[src/rtl/breakout_pkg.sv]
// Shared screen geometry, colours and drawer state encoding for the breakout display path.
package breakout_pkg;

    localparam int SCREEN_W = 160;
    localparam int SCREEN_H = 120;

    localparam logic [2:0] COLOUR_BLACK = 3'b000;
    localparam logic [2:0] COLOUR_WHITE = 3'b111;

    typedef enum logic [1:0] {
        ST_IDLE  = 2'd0,
        ST_ERASE = 2'd1,
        ST_DRAW  = 2'd2,
        ST_DONE  = 2'd3
    } draw_state_t;

endpackage

[src/rtl/paddle_drawer_rect_scanner.sv]
// Row-major col/row counter pair sweeping a W x H rectangle; last flags the final pixel.
module rect_scanner #(
    parameter int W = 16,
    parameter int H = 2
) (
    input  logic       clk,
    input  logic       reset,
    input  logic       clear,
    input  logic       enable,
    output logic [4:0] col,
    output logic [1:0] row,
    output logic       last
);

    localparam logic [4:0] COL_LAST = 5'(W - 1);
    localparam logic [1:0] ROW_LAST = 2'(H - 1);

    always_ff @(posedge clk) begin
        if (reset || clear) begin
            col <= 5'd0;
            row <= 2'd0;
        end else if (enable) begin
            if (col == COL_LAST) begin
                col <= 5'd0;
                row <= (row == ROW_LAST) ? 2'd0 : row + 2'd1;
            end else begin
                col <= col + 5'd1;
            end
        end
    end

    assign last = (col == COL_LAST) && (row == ROW_LAST);

endmodule

[src/rtl/paddle_drawer.sv]
// Redraws the paddle on each frame tick: erases the old rectangle, then plots the new one.
module paddle_drawer
    import breakout_pkg::*;
#(
    parameter int         PADDLE_W  = 16,
    parameter int         PADDLE_H  = 2,
    parameter int         PADDLE_Y  = 112,
    parameter logic [2:0] FG_COLOUR = COLOUR_WHITE,
    parameter logic [2:0] BG_COLOUR = COLOUR_BLACK
) (
    input  logic       clk,
    input  logic       reset,
    input  logic [7:0] paddle_x,
    input  logic       go,
    output logic [7:0] x,
    output logic [6:0] y,
    output logic [2:0] colour,
    output logic       plot,
    output logic       busy,
    output logic       done
);

    localparam logic [6:0] PADDLE_Y7 = 7'(PADDLE_Y);

    draw_state_t state;
    logic [7:0]  old_x;
    logic [7:0]  new_x;
    logic        old_valid;

    logic [4:0]  col;
    logic [1:0]  row;
    logic        last;
    logic        scan_clear;
    logic        scan_enable;
    logic [7:0]  base;
    logic [8:0]  xsum;
    logic        in_range;

    // Counters stay zeroed while idle and are re-zeroed at the erase/draw handover.
    assign scan_clear  = (state == ST_IDLE) || ((state == ST_ERASE) && last);
    assign scan_enable = (state == ST_ERASE) || (state == ST_DRAW);

    rect_scanner #(
        .W(PADDLE_W),
        .H(PADDLE_H)
    ) u_scanner (
        .clk   (clk),
        .reset (reset),
        .clear (scan_clear),
        .enable(scan_enable),
        .col   (col),
        .row   (row),
        .last  (last)
    );

    assign base     = (state == ST_ERASE) ? old_x : new_x;
    assign xsum     = {1'b0, base} + {4'd0, col};
    assign in_range = xsum < 9'(SCREEN_W);
    assign busy     = (state != ST_IDLE);

    always_ff @(posedge clk) begin
        if (reset) begin
            state     <= ST_IDLE;
            x         <= 8'd0;
            y         <= 7'd0;
            colour    <= 3'd0;
            plot      <= 1'b0;
            done      <= 1'b0;
            old_x     <= 8'd0;
            new_x     <= 8'd0;
            old_valid <= 1'b0;
        end else begin
            plot <= 1'b0;
            done <= 1'b0;
            case (state)
                ST_IDLE: begin
                    if (go) begin
                        new_x <= paddle_x;
                        if (old_valid && (paddle_x == old_x))
                            state <= ST_DONE;
                        else if (!old_valid)
                            state <= ST_DRAW;
                        else
                            state <= ST_ERASE;
                    end
                end
                ST_ERASE: begin
                    x      <= xsum[7:0];
                    y      <= PADDLE_Y7 + {5'd0, row};
                    colour <= BG_COLOUR;
                    plot   <= in_range;
                    if (last)
                        state <= ST_DRAW;
                end
                ST_DRAW: begin
                    x      <= xsum[7:0];
                    y      <= PADDLE_Y7 + {5'd0, row};
                    colour <= FG_COLOUR;
                    plot   <= in_range;
                    if (last)
                        state <= ST_DONE;
                end
                ST_DONE: begin
                    done      <= 1'b1;
                    old_x     <= new_x;
                    old_valid <= 1'b1;
                    state     <= ST_IDLE;
                end
                default: state <= ST_IDLE;
            endcase
        end
    end

endmodule

[config.mk]
export PLATFORM = sky130hd
export DESIGN_NAME = paddle_drawer
export DESIGN_NICKNAME = d
export VERILOG_FILES = /design/src/rtl/breakout_pkg.sv /design/src/rtl/paddle_drawer_rect_scanner.sv /design/src/rtl/paddle_drawer.sv
export SDC_FILE = /design/constraint.sdc
export NUM_CORES = 1
export LEC_CHECK = 0
export CAP_MARGIN = 10
export CORE_MARGIN = 5
export CORE_UTILIZATION = 40
export CTS_CLUSTER_DIAMETER = 80
export CTS_CLUSTER_SIZE = 30
export DETAILED_ROUTE_END_ITERATION = 7
export PLACE_DENSITY_LB_ADDON = 0.05
export SYNTH_ARGS = -nofsm -noshare
export SYNTH_HDL_FRONTEND = slang
export SYNTH_HIERARCHICAL = 1
export SYNTH_SLANG_ARGS = --single-unit
[constraint.sdc]
create_clock -name clk -period 7.6 [get_ports clk]
set_input_delay 1.52 -clock clk [delete_from_list [all_inputs] [get_ports clk]]
set_output_delay 1.52 -clock clk [all_outputs]
set_load 0.01 [all_outputs]
After elaboration in Yosys (flattened, before gate mapping)

Index checks and enable logic that the tools add are counted.

Bits in registers: 46
Input bits: 11
Output and inout port bits: 21
Word-level logic and storage cells: 51

$add $sub $neg: 4
$lt $le $gt $ge: 1
Equal/unequal tests: 9
Mux-type cells: 11
Bitwise logic cells: 1
Reduce and logical (&&, ||, !) cells: 14

Operators by type and width:

| operator              | count |
|---|---|
| $mux W2               | 6 |
| $add A8 B5 Y9         | 1 |
| $lt A9 B8 Y1 const B  | 1 |
| $eq A8 B8 Y1          | 1 |
| $mux W8               | 1 |
| $pmux W2 S4           | 1 |
| $add A5 B3 Y6 const A | 1 |
| $ne A2 B2 Y1 const B  | 3 |
| $pmux W3 S2           | 1 |
| $add A5 B1 Y5 const B | 1 |
| $eq A5 B4 Y1 const B  | 1 |
| $mux W5               | 1 |
| $eq A2 B1 Y1 const B  | 2 |
| $eq A2 B2 Y1 const B  | 2 |
| $reduce_and A2 Y1     | 2 |
| $reduce_bool A2 Y1    | 2 |
| $reduce_or A2 Y1      | 2 |
| $logic_and A1 B1 Y1   | 3 |
| $logic_or A1 B1 Y1    | 3 |
| $reduce_and A3 Y1     | 1 |
| $add A2 B1 Y2 const B | 1 |
| $logic_not A2 Y1      | 1 |
| $mux W1               | 1 |
| $not A1 Y1            | 1 |

Logic depth before layout (Yosys ltp)

Gate-level depths: netlist of the first run.

Depth in word-level cells: 5
Gate-level depth with buffers: 12

Hierarchy

The synthesis of the first run kept the hierarchy.

By module, submodules not included:

| module        | instances | cells each | area each (sq um) | seq. area each (sq um) |
|---|---|---|---|---|
| paddle_drawer | 1         | 200        | 1798.0            | 660.6 |
| rect_scanner  | 1         | 31         | 301.5             | 140.1 |

Least setup slack after synthesis of the first run

Ideal clock, no wire load.

Path kind: register to register
From: register state[1]
To: register x[6]
Setup time: 0.116 ns
Arrival: 2.411 ns
Required time: 7.484 ns
Setup slack: 5.072 ns
Stages on the path, launching flop included: 13
Clock period less this slack: 2.528 ns
Path through: dfxtp_1 -> inv_1 -> ha_1 -> buf_2 -> mux2_2 -> ha_1 -> inv_1 -> fa_1 -> nor2b_1 -> o31a_1 -> o21ai_1 -> xor2_1 -> a31o_2

Word-level cells in the longest chain between the ends: 3

Ends and longest elaborated chain:

| element                | line                                     | text |
|---|---|---|
| from (decl)            | paddle_drawer.sv:25                      | `draw_state_t state;` |
| from (signal assigned) | paddle_drawer.sv:63                      | `state <= ST_IDLE;` |
| from (signal assigned) | paddle_drawer.sv:80                      | `state <= ST_DONE;` |
| from (signal assigned) | paddle_drawer.sv:82                      | `state <= ST_DRAW;` |
| $eq A2 B1 Y1           | paddle_drawer.sv:56, paddle_drawer.sv:75 |  |
| $mux W8                | paddle_drawer.sv:56                      | `assign base = (state == ST_ERASE) ? old_x : new_x;` |
| $add A8 B5 Y9          | paddle_drawer.sv:57                      | `assign xsum = {1'b0, base} + {4'd0, col};` |
| to (signal assigned)   | paddle_drawer.sv:88                      | `x <= xsum[7:0];` |
| to (signal assigned)   | paddle_drawer.sv:96                      | `x <= xsum[7:0];` |
| to (decl)              | paddle_drawer.sv:15                      | `output logic [7:0] x,` |

Parallel ways exist; a longest one is shown, timed or not.
A chain may end at the register's enable or synchronous reset.

Worst setup path in the final report of the first run

From: register state[0]
To: output port busy

Word-level cells in the longest chain between the ends: 1

Ends and longest elaborated chain:

| element            | line                | text |
|---|---|---|
| $reduce_bool A2 Y1 | paddle_drawer.sv:59 | `assign busy = (state != ST_IDLE);` |
| to (decl)          | paddle_drawer.sv:19 | `output logic busy,` |

No other way between the ends.

==> results of run 1 <==
## layer usage
layer	vias to the layer above	wire length (um)	global-route usage
li1	834	-	-
met1	754	2330	0.208
met2	30	1760	0.208
met3	7	211	0.0358
met4	0	62	0.0548
met5	-	0	0
## metrics by stage
step	instances	total power, mW	setup WS, ns
2_1_floorplan	232	0.496	5.07
3_5_place_dp	316	0.589	4.50
3_3_place_gp	316	0.589	4.54
6_report	324	0.728	4.28
4_1_cts	324	0.741	4.25
5_1_grt	324	0.787	4.16
## layout make-up
type / count / area, um^2 / share of cell area
Timing Repair Buffer: 30 / 298 / 0.120
Sequential cell: 40 / 801 / 0.321
Clock buffer: 6 / 82.6 / 0.0331
Inverter: 8 / 30.0 / 0.0121
Tap cell: 70 / 87.6 / 0.0352
Clock inverter: 2 / 10.0 / 0.00402
Multi-Input combinational cell: 168 / 1180 / 0.475
## placed cells by master (no fill, tap or decap), types with 3 or more instances in the layout
cell / instances
a211oi_1: 4
dfxtp_1: 40
mux2_2: 7
ha_1: 12
nand2_1: 18
nor3_1: 3
clkbuf_8: 6
a21oi_1: 15
inv_1: 8
xor2_1: 11
nand3_1: 9
nor2b_1: 3
clkdlybuf4s50_1: 29
nor3b_1: 3
mux2i_1: 17
xnor2_1: 4
nor2_1: 28
## synth_stat cells, types with 3 or more instances
cell       n  share of area
a211oi_1   4          0.014
nand2_1   18          0.032
xor2_1    11          0.046
nor3_1     3         0.0071
xnor2_1    4          0.017
inv_1      8          0.014
clkbuf_1   4         0.0071
nor2_1    28          0.050
buf_4      6          0.021
nor3b_1    3          0.011
dfxtp_1   40           0.38
mux2i_1   17          0.081
nor2b_1    3         0.0089
ha_1      12          0.072
buf_2      6          0.014
a21oi_1   15          0.036
nand3_1    9          0.021
mux2_2     7          0.038
## how the worst min path moves through the flow
stage | slack, ns | from | end | cells past startpoint
2_1_floorplan | 0.43 | u_scanner/row[1] | u_scanner/row[1] | 2
3_3_place_gp | 0.44 | u_scanner/row[1] | u_scanner/row[1] | 2
3_5_place_dp | 0.45 | u_scanner/row[1] | u_scanner/row[1] | 2
4_1_cts | 0.46 | u_scanner/row[1] | u_scanner/row[1] | 2
5_1_grt | 0.47 | u_scanner/row[1] | u_scanner/row[1] | 2
6_report | 0.46 | u_scanner/row[1] | u_scanner/row[1] | 2
## worst max-delay path: stages (launching register included)
cell             delay (ns)
dfxtp_1                0.37
inv_1                  0.10
ha_1                   0.34
inv_1                  0.15
clkdlybuf4s50_1        0.55
## cells by family after synthesis
| kind of cell | Yosys count |
|---|---|
| simple gates | 78 |
| flops | 40 |
| compound gates | 36 |
| mux | 24 |
| buf+inv | 24 |
| xor+xnor | 15 |
| fa+ha+maj | 13 |
| other cells | 1 |
## power groups by stage
stage	registers (mW)	clock network, mW	logic, mW
2_1_floorplan	0.274	0	0.222
3_5_place_dp	0.270	0	0.319
6_report	0.265	0.146	0.317
4_1_cts	0.266	0.153	0.321
3_3_place_gp	0.270	0	0.319
5_1_grt	0.272	0.165	0.351
## flip-flops by register name (all words and copies together) (netlist names)
signal	count
old_x	8
u_scanner/row	2
y	3
old_valid	1
u_scanner/col	5
new_x	8
x	8
colour	1
done	1
state	2
plot	1
==> metrics, run 1 <==
status complete, no violations; n_diodes 0; Die Span Y 82.5 um; CTS clk-pin slew, worst paths approximately 0.08 ns; Final Max Tran Viols 0; core area 5110 um^2; Post-DP HPWL 3.05 mm; maximum fanout along the worst path 10; max_slew headroom 0.387; TritonCTS clock tree built; total congestion overflow 0; Max Root-Sink Buffers 2; share of layout cells above drive strength 1 0.0866; Gate power share 0.436; Total Routed Length 4.36 mm; endpoint of the worst-slack reg-to-reg timing path x[6]; switching share of total power 0.366; Initial Util 0.411; Internal Pwr Total around 0.46 mW; P_sw 0.266 mW; largest family of logic cells by synthesized area simple AND/OR/NAND/NOR gates; Final GP Congestion 0.752; Sink Count 40; Synth Flop Type dfxtp_1; critical path capture point type output pin; die area 6800 um^2; Syn Area/Cell approximately 9.1 um^2; GRT Total Usage 0.145; H-tree depth 2; Async SR Flop Fraction 0; post-synthesis register bit count 40; XOR/XNOR Fraction of Synth Area 0.0626; pwr/cell area 292 nW/um^2; global-route wire length before repair 7.62 mm; worst hold path type reg2reg; CP Class reg2out; Reg power frac 0.364; Routed wire per std cell 13.5 um; setup TNS 0 ns; Worst Setup EP busy; cell row count 26; worst skew pair latency 0.29 ns; Synth Cell Area 2100 um^2; cts hold-fix bufs 0; max_cap viols 0; WP data required 6.08 ns; crit path DAT 1.80 ns; Cell Area, Placed 2400 um^2; root buffer cell clkbuf_8; Mapped Cells 231; via count about 1,600; Vias/cell 5.02; Post-synth EDFFs 0; Post-Synth Simple-Gate Area 0.185; Port Buf Inserts 29; total number of yosys warnings 6; Post-CTS Resized 0; period utilization 0.437; adder and majority gate portion of the synthesized area 0.0810; Worst Tran Pin Value 0.919 ns; skew final 0.00555 ns; clock buffer count from CTS 5; setup violators final 0; leakage power roughly 0.98 nW; worst hold slack 0.463 ns; Clk pwr share 0.200; complex-gate fraction of the synthesized area 0.113; Setup Fix Bufs, Post-CTS 0; Critical Path Start Type flop; crit path from state[0]; First-pass DRT Iterations 4; vias in the first global route 1,587; largest net degree at the start of global routing 38; synth unique cells 45; max frequency 301 MHz; RSZ-0062 raised after global routing false; post-synthesis sequential area ratio 0.381; io pins 32; clock period minus final worst setup slack 3.32 ns; design area approximately 2500 um^2; Crit Reg-Reg Startpoint state[1]; die width 82.5 um; post-route ant nets 0; Peak VDD IR 0.183 mV; initial antenna violation count 0; reg2reg path depth 11; final hold violation count 0; fin util 0.488; Iteration-0 DRC Markers 95; area delta synth->final 18.7%; Final #Nets 277; drc violations 0; post-synthesis mux area share 0.119; Reg2Reg Setup Slack 4.69 ns; fill count 522
Note: power is estimated with default switching activity, not from simulation.
==> run 2: changes to the inputs <==
clock period = 3.2 ns   (was 7.6 ns; I/O delays follow)
==> metrics, run 2 (synthesized netlist as in run 1, its figures left out) <==
status complete, no violations; Setup Fix Bufs, Post-CTS 0 (unchanged); Worst Setup EP x[6]; skew final 0.00586 ns (+0.000307 ns); fin util 0.491 (+0.00367); post-route ant nets 0 (unchanged); Final Instance Count excl. Fillers 325 (+0.31%); slowest CP cell fa_1; initial antenna violation count 0 (unchanged); First-pass DRT Iterations 4 (unchanged); pwr/cell area 700 nW/um^2 (+140%); WP buf/inv 2 (-1); TritonCTS clock tree built; clock buffer count from CTS 5 (unchanged); WP data required 3.39 ns (-2.69 ns); worst hold path type reg2reg; cells along the critical path inv_1 -> ha_1 -> mux2_2 -> ha_1 -> inv_1 -> fa_1 -> nor2b_1 -> o31a_1 -> o21ai_1 -> xor2_1 -> a31o_2; Critical Path Start Type flop; max frequency 386 MHz; maximum fanout along the worst path 7 (-3); root buffer cell clkbuf_8; die width 82.5 um (unchanged); via count 1,650 (+1.5%); CTS clk-pin slew, worst paths 0.08 ns (about the same); Vias/cell 5.08 (+1.2%); Levels on crit path 11 (+7); Initial Util 0.411 (unchanged); Crit Reg-Reg Startpoint state[1]; Final #Nets 279 (+0.72%); n_diodes 0 (unchanged); Max Root-Sink Buffers 2 (unchanged); Final GP Congestion 0.799 (+6.2%); Worst Tran Pin Value 0.646 ns (-0.273 ns); RSZ-0062 raised after global routing false; clock period minus final worst setup slack 2.59 ns; share of layout cells above drive strength 1 0.0902 (+0.00358); commonest non-fill, non-tap cells in the layout 40 x dfxtp_1, 29 x clkdlybuf4s50_1, 28 x nor2_1; max_slew headroom 0.568 (+0.181); area delta synth->final 19.5%; io pins 32 (unchanged); Reg2Reg Setup Slack 0.61 ns (-4.08 ns); Die Span Y 82.5 um (unchanged); total power 1.76 mW (+140%); Routed wire per std cell 13.6 um (+0.90%); global-route wire length before repair 7.68 mm (+0.72%); cts hold-fix bufs 0 (unchanged); setup TNS 0 ns (unchanged); max_cap viols 0 (unchanged); endpoint of the worst-slack reg-to-reg timing path x[6]; total congestion overflow 0 (unchanged); Top delay family on crit path adder cells; Sink Count 40 (unchanged); Total Routed Length 4.42 mm (+1.2%); Regs by FF count new_x (8), old_x (8), x (8); delay of the slowest cell on the worst path 0.40 ns (-0.15 ns); GRT Total Usage 0.148 (+0.00266); reg2reg path depth 11 (unchanged); commonest non-fill, non-tap cell in the layout dfxtp_1; largest net degree at the start of global routing 22 (-42%); Post-CTS Resized 0 (unchanged); worst skew pair latency 0.29 ns (about the same); crit path from state[1]; Iteration-0 DRC Markers 55 (-42%); period utilization 0.809; fill count 510 (-2.3%); die area 6800 um^2 (unchanged); Port Buf Inserts 29 (unchanged); Final Max Tran Viols 0 (unchanged); cell row count 26 (unchanged); vias in the first global route 1,577 (-0.63%); H-tree depth 2 (unchanged); drc violations 0 (unchanged); crit path DAT 2.78 ns (+0.98 ns); leakage power 0.987 nW (+1.0%); critical path capture point type flop; worst hold slack 0.457 ns (-0.00609 ns); core area 5110 um^2 (unchanged); setup violators final 0 (unchanged); CP Class reg2reg; final hold violation count 0 (unchanged); post-placement cell count 318 (+0.63%); Peak VDD IR 0.385 mV (+110%); Post-DP HPWL 3.23 mm (+6.0%)
run 2: changes by cell type in the layout (fill, tap and decap cells not counted):
cell,delta
clkinv_2,-2
clkbuf_8,+1
buf_4,+2
run 2: power by group:
group          leakage [nW]  switching (mW)  total, mW  internal (mW)
Sequential            0.325          0.0593      0.635          0.575
Clock                0.0503           0.171      0.363          0.192
Combinational         0.612           0.398      0.760          0.362
Total                 0.987           0.629       1.76           1.13
run 2: area by class of cell:
cell class              instances  area (um^2)  share of cell area
repair buffers                 32          313               0.125
inverters                       8         30.0              0.0120
clock buffers                   7         96.3              0.0384
multi-input cells             168         1180               0.471
flip-flops and latches         40          801               0.319
well taps                      70         87.6              0.0349
run 2: worst min-delay path by stage:
stage / start / cells past startpoint / slack [ns] / endpoint
2_1_floorplan: u_scanner/row[1] / 2 / 0.43 / u_scanner/row[1]
5_1_grt: u_scanner/row[1] / 2 / 0.49 / u_scanner/row[1]
3_3_place_gp: u_scanner/row[1] / 2 / 0.44 / u_scanner/row[1]
4_1_cts: u_scanner/row[1] / 2 / 0.46 / u_scanner/row[1]
3_5_place_dp: u_scanner/row[1] / 2 / 0.45 / u_scanner/row[1]
6_report: u_scanner/row[1] / 2 / 0.46 / u_scanner/row[1]
run 2: per-layer routing:
layer  part of all wire  up-vias  wire (um)  global-route usage
met4              0.014        0         60              0.0548
met1               0.54      782       2370               0.214
met2               0.41       27       1810               0.208
met3              0.040        5        176              0.0390
li1                   -      836          -                   -
met5                  0        -          0                   0
run 2: stage by stage:
| stage | worst slack [ns] | cell area [um^2] |
|---|---|---|
| 2_1_floorplan | 0.672 | 2100 |
| 3_3_place_gp | 0.671 | 2410 |
| 3_5_place_dp | 0.601 | 2410 |
| 4_1_cts | 0.610 | 2510 |
| 5_1_grt | 0.347 | 2510 |
| 6_report | 0.610 | 2510 |
run 2: tightest hold or removal path, delay by kind of cell (launching register included):
family / cells / cell delay, ns
AND/OR/NAND/NOR: 1 / 0.06
AO/OA/AOI/OAI: 1 / 0.03
flip-flops: 1 / 0.33
==> run 3: changes to the inputs <==
clock period = 2.6 ns   (was 3.2 ns; I/O delays follow)
==> metrics, run 3 (synthesized netlist as in run 1, its figures left out) <==
post-route ant nets 0 (unchanged); WP buf/inv 1 (-1); period utilization 0.929 (+0.120); slowest CP cell dfxtp_1; Iteration-0 DRC Markers 71 (+29%); root buffer cell clkbuf_8; Port Buf Inserts 29 (unchanged); pre-CTS setup slack 0.0773 ns (-0.524 ns); clock period minus final worst setup slack 2.42 ns (-0.175 ns); Total Routed Length 4.40 mm (-0.29%); Die Span Y 82.5 um (unchanged); clock buffer count from CTS 5 (unchanged); Sink Count 40 (unchanged); P_sw 0.778 mW (+24%); cells along the critical path ha_4 -> mux2_2 -> ha_1 -> inv_1 -> fa_2 -> nor2b_1 -> o31a_1 -> o21ai_2 -> xor2_1 -> a31o_2; io pins 32 (unchanged); Max Root-Sink Buffers 2 (unchanged); vias in the first global route 1,647 (+4.4%); Regs by FF count new_x (8), old_x (8), x (8); skew final 0.00315 ns (-0.00270 ns); fill count 495 (-2.9%); final hold violation count 0 (unchanged); hold_sp u_scanner/row[1]; cts hold-fix bufs 0 (unchanged); fin util 0.497 (+0.00588); commonest non-fill, non-tap cell in the layout dfxtp_1; share of layout cells above drive strength 1 0.116 (+0.0256); die width 82.5 um (unchanged); commonest non-fill, non-tap cells in the layout 40 x dfxtp_1, 29 x clkdlybuf4s50_1, 28 x nor2_1; Top delay family on crit path compound AO/OA/AOI/OAI gates; setup TNS 0 ns (unchanged); worst setup margin 0.185 ns (-0.425 ns); worst hold slack 0.461 ns (+0.00474 ns); critical path capture point type flop; core area 5110 um^2 (unchanged); n_diodes 0 (unchanged); CTS clk-pin slew, worst paths 0.07 ns (about the same); delay of the slowest cell on the worst path 0.42 ns (+0.02 ns); Internal Pwr Total 1.37 mW (+21%); Final Max Tran Viols 0 (unchanged); status complete, no violations; Final GP Congestion 0.826 (+3.4%); die area 6800 um^2 (unchanged); Peak VDD IR 0.350 mV (-9.2%); setup violators final 0 (unchanged); Worst Tran Pin Value 0.537 ns (-0.109 ns); global-route wire length before repair 7.96 mm (+3.7%); max_slew headroom 0.642 (+0.0740); switching share of total power 0.363 (+0.00535); RSZ-0062 raised after global routing false; H-tree depth 2 (unchanged); crit path from state[0]; total congestion overflow 0 (unchanged); Crit Reg-Reg Startpoint state[0]; max_cap viols 0 (unchanged); Final Instance Count excl. Fillers 329 (+1.2%); largest net degree at the start of global routing 18 (-18%); Clk pwr share 0.179 (-0.028); Initial Util 0.411 (unchanged); WP data required 2.78 ns (-0.61 ns); leakage power 0.998 nW (+1.2%); Gate power share 0.455 (+0.023); crit path DAT 2.59 ns (-0.19 ns); worst hold path type reg2reg; via count 1,625 (-1.5%); area delta synth->final 21.0%; First-pass DRT Iterations 4 (unchanged); GRT Total Usage 0.151 (+0.00328); worst skew pair latency 0.28 ns (about the same); CP Class reg2reg; cell row count 26 (unchanged); Final #Nets 283 (+1.4%); Post-DP HPWL 3.27 mm (+1.3%); Critical Path Start Type flop; Vias/cell 4.94 (-2.7%); drc violations 0 (unchanged); Routed wire per std cell 13.4 um (-1.5%); TritonCTS clock tree built; max frequency 414 MHz (+7.2%); Reg power frac 0.366 (+0.005); initial antenna violation count 0 (unchanged); post-placement cell count 322 (+1.3%); maximum fanout along the worst path 7 (unchanged); pwr/cell area 844 nW/um^2 (+21%)
[run 3: worst register-to-register path, delay by kind of cell (launching register included)]
family / cells / cell delay [ns]
AO/OA/AOI/OAI: 3 / 0.70
XOR/XNOR: 1 / 0.10
adder cells (fa/ha/maj): 3 / 0.62
buffers and inverters: 1 / 0.07
flip-flops: 1 / 0.42
multiplexers: 1 / 0.35
AND/OR/NAND/NOR: 1 / 0.06
[run 3: routing by layer]
layer  vias up  GRT usage  share of wire
li1        846          -              -
met3         4     0.0412          0.045
met1       749      0.209           0.52
met2        26      0.229           0.43
met5         -          0              0
met4         0     0.0449          0.011
[run 3: final cells by class]
class / instances / area (um^2) / share of cell area
multi-input cells: 168 / 1200 / 0.473
flip-flops and latches: 40 / 801 / 0.315
repair buffers: 36 / 343 / 0.135
well taps: 70 / 87.6 / 0.0345
clock buffers: 6 / 72.6 / 0.0286
inverters: 8 / 30.0 / 0.0118
clock inverters: 1 / 5.00 / 0.00197
[run 3: worst paths after layout]
check	slack, ns	cells past startpoint	end
setup / recovery	0.18	10	x[6]
hold / removal	0.46	2	u_scanner/row[1]
setup reg to reg	0.18	10	x[6]
hold reg to reg	0.46	2	u_scanner/row[1]
[run 3: power by group through the flow]
stage	clock (mW)	sequential, mW	combinational [mW]
2_1_floorplan	0	0.800	0.649
3_5_place_dp	0	0.790	0.973
4_1_cts	0.407	0.778	0.975
6_report	0.384	0.784	0.975
3_3_place_gp	0	0.792	0.974
5_1_grt	0.434	0.799	1.09
[run 3: stage by stage]
step,power [mW],cell area (um^2)
finish,2.14,2540
global route,2.32,2540
CTS,2.16,2520
detailed placement,1.76,2440
global placement,1.77,2440
floorplan,1.45,2100
[run 3: timing repair]
action	in CTS	in global routing
setup buffers	0	0
setup endpoints to repair	0	3
gates resized for setup	0	6
